File: config.mk
export PLATFORM = sky130hd
export DESIGN_NAME = serial_subtractor
export DESIGN_NICKNAME = d
export VERILOG_FILES = /design/src/rtl/serial_subtractor.sv
export SDC_FILE = /design/constraint.sdc
export NUM_CORES = 1
export LEC_CHECK = 0
export BUFFER_PORTS_ARGS = -buffer_cell sky130_fd_sc_hd__buf_2
export CAP_MARGIN = 20
export CORE_UTILIZATION = 35
export CTS_BUF_LIST = sky130_fd_sc_hd__clkbuf_2
export DETAILED_ROUTE_END_ITERATION = 6
export PLACE_DENSITY = 0.56
export SYNTH_ARGS = -nofsm -noshare
export SYNTH_HDL_FRONTEND = slang
export SYNTH_SLANG_ARGS = --single-unit
File: constraint.sdc
create_clock -name clk -period 1.32 [get_ports clk]
set_clock_uncertainty 0.1 [all_clocks]
set_input_delay 0.264 -clock clk [delete_from_list [all_inputs] [get_ports clk]]
set_output_delay 0.264 -clock clk [all_outputs]
set_load 0.01 [all_outputs]
File: src/rtl/serial_subtractor.sv
// serial_subtractor
//   Bit-serial, LSB-first subtractor: diff = a - b (mod 2^WIDTH), one
//   full-subtractor cell per clock plus a registered borrow. Operands enter
//   through a valid/ready handshake; the result leaves the same way and is
//   held in DONE until the consumer takes it.
//
//   state | meaning
//   ------+--------------------------------------------------------------
//   IDLE  | waiting for operands, in_ready=1
//   SHIFT | one bit per edge, WIDTH edges, borrow carried in br_q
//   DONE  | out_valid=1, result held until out_ready
//
// Ports
//   clk, rst          clock, synchronous active-high reset
//   in_valid/in_ready operand handshake (in_ready only in IDLE, 0 in reset)
//   a, b              minuend / subtrahend, sampled at the acceptance edge
//   out_valid/out_ready result handshake
//   diff              a - b mod 2^WIDTH
//   borrow_out        unsigned a < b
//   ovf               signed overflow of a - b
module serial_subtractor #(
   parameter int WIDTH = 8
) (
   input  logic             clk,
   input  logic             rst,
   input  logic             in_valid,
   output logic             in_ready,
   input  logic [WIDTH-1:0] a,
   input  logic [WIDTH-1:0] b,
   output logic             out_valid,
   input  logic             out_ready,
   output logic [WIDTH-1:0] diff,
   output logic             borrow_out,
   output logic             ovf
);

   localparam logic [1:0] S_IDLE  = 2'd0;
   localparam logic [1:0] S_SHIFT = 2'd1;
   localparam logic [1:0] S_DONE  = 2'd2;

   localparam int CW = $clog2(WIDTH);
   localparam logic [CW-1:0] LAST = CW'(WIDTH - 1);

   logic [1:0]       state_q, state_d;
   logic [CW-1:0]    cnt_q, cnt_d;
   logic [WIDTH-1:0] a_sr_q, a_sr_d;
   logic [WIDTH-1:0] b_sr_q, b_sr_d;
   logic [WIDTH-1:0] d_sr_q, d_sr_d;
   logic             br_q, br_d;
   logic             a_msb_q, a_msb_d;
   logic             b_msb_q, b_msb_d;
   logic [WIDTH-1:0] diff_q, diff_d;
   logic             borrow_q, borrow_d;
   logic             ovf_q, ovf_d;

   logic             bit_x, bit_y, bit_d, br_next;

   // Full-subtractor cell on the current LSBs.
   always_comb begin
      bit_x   = a_sr_q[0];
      bit_y   = b_sr_q[0];
      bit_d   = bit_x ^ bit_y ^ br_q;
      br_next = (~bit_x & bit_y) | (~(bit_x ^ bit_y) & br_q);
   end

   always_comb begin
      state_d  = state_q;
      cnt_d    = cnt_q;
      a_sr_d   = a_sr_q;
      b_sr_d   = b_sr_q;
      d_sr_d   = d_sr_q;
      br_d     = br_q;
      a_msb_d  = a_msb_q;
      b_msb_d  = b_msb_q;
      diff_d   = diff_q;
      borrow_d = borrow_q;
      ovf_d    = ovf_q;
      case (state_q)
         S_IDLE: begin
            if (in_valid) begin
               a_sr_d  = a;
               b_sr_d  = b;
               d_sr_d  = '0;
               a_msb_d = a[WIDTH-1];
               b_msb_d = b[WIDTH-1];
               br_d    = 1'b0;
               cnt_d   = '0;
               state_d = S_SHIFT;
            end
         end
         S_SHIFT: begin
            a_sr_d = a_sr_q >> 1;
            b_sr_d = b_sr_q >> 1;
            d_sr_d = {bit_d, d_sr_q[WIDTH-1:1]};
            br_d   = br_next;
            cnt_d  = cnt_q + 1'b1;
            if (cnt_q == LAST) begin
               // Final bit goes straight into the result register so the
               // answer is complete on the same edge that enters DONE.
               diff_d   = {bit_d, d_sr_q[WIDTH-1:1]};
               borrow_d = br_next;
               ovf_d    = (a_msb_q != b_msb_q) && (bit_d != a_msb_q);
               cnt_d    = '0;
               state_d  = S_DONE;
            end
         end
         S_DONE: begin
            if (out_ready) state_d = S_IDLE;
         end
         default: state_d = S_IDLE;
      endcase
   end

   always_ff @(posedge clk) begin
      if (rst) begin
         state_q  <= S_IDLE;
         cnt_q    <= '0;
         a_sr_q   <= '0;
         b_sr_q   <= '0;
         d_sr_q   <= '0;
         br_q     <= 1'b0;
         a_msb_q  <= 1'b0;
         b_msb_q  <= 1'b0;
         diff_q   <= '0;
         borrow_q <= 1'b0;
         ovf_q    <= 1'b0;
      end else begin
         state_q  <= state_d;
         cnt_q    <= cnt_d;
         a_sr_q   <= a_sr_d;
         b_sr_q   <= b_sr_d;
         d_sr_q   <= d_sr_d;
         br_q     <= br_d;
         a_msb_q  <= a_msb_d;
         b_msb_q  <= b_msb_d;
         diff_q   <= diff_d;
         borrow_q <= borrow_d;
         ovf_q    <= ovf_d;
      end
   end

   assign in_ready   = (state_q == S_IDLE) && !rst;
   assign out_valid  = (state_q == S_DONE);
   assign diff       = diff_q;
   assign borrow_out = borrow_q;
   assign ovf        = ovf_q;

endmodule

==> run metrics <==
syn_area_per_cell=9.657 sq um; WS Path Type=reg -> out; #FFs+latches synth=41; # rows=25; Global Route Usage Sum=14.49%; FMAX=633.1 MHz; layout cells sized above 1=between 50% and 60%; EDFF count, synth=0; Synth Flop Type=dfxtp_1; I/O pin total=32; Die Y=~73 microns; drc violations=0; TritonRoute pass-1 iters=4; cell with the most instances after synthesis=dfxtp_1; area leader, netlist=dfxtp_1; status=complete, but fails checks; final layout net count=approximately 250; Core Util, Final=51.53%; global-route wire length before repair=between 5000 and 6000 microns; Slew Viols, Final=0; period utilization=119.7%; Synth Warn #=0; Design Area, Final=2450 sq um; final setup fails=26; initial antenna violation count=0; Leakage=0.001005 uW; worst min path class=in -> reg; Net Count, Synth=a little over 200; H-tree Lvls=2; Post-DRT Antenna Nets=0; critical path arrival=1.22 ns; clock tree from TritonCTS=done; synthesized instance count=between 150 and 200; Hold Startpoint=a[2]; vias per std cell=around 4.7; Placement Cell Area=~2000 sq um; RSZ-0062 raised after global routing=true; Crit path buffers/inverters=2; antenna cells=0; failing checks=setup timing; Clock Sinks=41; Rel. slew slack=67.80%; Clock Pin Slew Worst Setup and Hold Paths=0.21 ns; largest cells by area after synthesis=dfxtp_1, mux2i_1, a211oi_2; total CTS buffers=5; fill count=between 400 and 500; Async S/R FF share, synth=0%; Port Buffers=31; origin of the critical flop-to-flop path=br_q; crit end category=output pin; Max Cap Viol=0; worst-path cell chain=buf_6 > nor3_4 > buf_2; clk_lat worst skew=0.40 ns; Slew @ Worst Pin=approximately 0.48 ns; Fin. Hold Viols=0; CP max FO=2; Routed WL per cell=about 13 microns; die area=roughly 5300 sq um; CP top delay family=flip-flops; worst setup path startpoint=state_q[1]; grt ovf=0; starting density of the core=36.76%; starting DRC count in detailed routing=47; sequential area share after synthesis=46.96%; Startpoint Class=flip-flop; mapped cell area=1748 sq um; pwr dens=995.6 nW/um^2; placer congestion estimate=0.7388; maximum VDD drop=0.6649 mV; root buffer cell=clkbuf_2; vias=1384; Slowest-stage cell, CP=dfxtp_4; final worst-path setup slack=-0.2595 ns; Placement Setup Slack=-0.1318 ns; total wire length=3805 microns; Unique masters post-synth=28; area grow syn2layout=40.16%; top cells by count, synth=dfxtp_1, nor2_1, nand2_1, mux2i_1, a21oi_1; core area=4755 sq um; largest net degree at the start of global routing=34; Detailed Place HPWL=about 2300 microns; Yosys top cell area share=46.96%; vias in the first global route=1265; Clock Path Buffers=2; critical path's largest stage delay=0.39 ns; total power=2439 uW; Final min period=about 1.6 ns; CP Data Required Time=0.96 ns; Die Wd=72.67 microns
==> layer usage <==
metal,global-route usage (%),wire length (microns),vias to the layer above,share of wire (%)
met3,3.729,148,7,3.9
met1,18.80,1844,634,48
met2,22.95,1764,25,46
met4,5.882,48,0,1.3
met5,0,0,-,0
li1,-,-,718,-
==> sequential cells by signal (all words and copies together) (netlist names) <==
signal	flops
cnt_q	3
a_sr_q	8
b_msb_q	1
d_sr_q	7
state_q	2
diff	8
borrow_out	1
b_sr_q	8
br_q	1
a_msb_q	1
ovf	1
==> cells by family after synthesis <==
group	count (synthesis)	synth area share, %
mux	15	8.590
flops	41	46.96
buf+inv	18	6.872
fa+ha+maj	3	2.577
compound gates	45	20.26
simple gates	59	14.75
==> layout by cell type, fill, tap and decap left out, types with 2 or more instances in the layout <==
cell	Yosys	routed
nand2_1	18	10
nor2_1	30	27
nor2_2	0	3
nand2_2	0	5
a211oi_2	10	11
inv_1	4	3
mux2i_1	15	15
a211oi_1	6	5
dlygate4sd3_1	0	3
a21oi_1	14	3
nand2_4	0	3
a22oi_1	11	10
clkbuf_2	0	5
buf_12	1	3
ha_4	0	2
buf_6	3	18
buf_4	3	5
dfxtp_2	0	15
buf_2	2	24
o21ai_0	2	2
a21oi_2	0	11
nand2b_4	0	2
dfxtp_1	41	25
==> worst reg2reg max path: cells and delay by family, from the launching register on <==
family | cells | cell delay [ns]
adder cells (fa/ha/maj) | 1 | 0.49
AO/OA/AOI/OAI | 2 | 0.29
AND/OR/NAND/NOR | 1 | 0.11
buffers and inverters | 1 | 0.04
flip-flops | 1 | 0.38
==> report_power, final <==
| part | internal [uW] | switching [uW] | total (uW) |
|---|---|---|---|
| sequential | 1290 | 35.5 | 1330 |
| combinational | 185 | 185 | 370 |
| clock | 313 | 426 | 739 |
==> cell type report <==
| class | count | area, sq um | share of cell area [%] |
|---|---|---|---|
| clock inverter | 3 | 41.29 | 1.685 |
| timing repair buffer | 53 | 450.4 | 18.39 |
| inverter | 4 | 15.01 | 0.6129 |
| clock buffer | 5 | 25.02 | 1.021 |
| tap | 67 | 83.83 | 3.422 |
| sequential | 41 | 843.3 | 34.42 |
| multi-input combinational | 123 | 991.0 | 40.45 |
==> worst paths after layout <==
path	endpoint	slack [ns]	cells after the start
min reg2reg	diff[0]	0.38	2
min	a_sr_q[2]	0.06	3
max	in_ready	-0.26	3
max reg2reg	ovf	-0.14	5
==> stage by stage <==
stage          instances  hold WS [ns]  TNS (ns)
2_1_floorplan        181        0.3226  -0.06700
3_3_place_gp         279        0.3434    -1.282
3_5_place_dp         279        0.3477    -1.027
4_1_cts              295      0.002130    -1.639
5_1_grt              296       0.07270    -3.938
6_report             296       0.06398    -1.413
==> timing repair <==
| item | 4_1_cts | 5_1_grt |
|---|---|---|
| setup endpoints to repair | 24 | 52 |
| resized for setup | 30 | 44 |
| endpoints found under the hold margin | 3 | 2 |
| pin swaps | 9 | 9 |
| buffers inserted | 5 | 0 |
| cloned | 1 | 1 |
| hold buffers | 2 | 1 |
(Power assumes the default switching activity.)
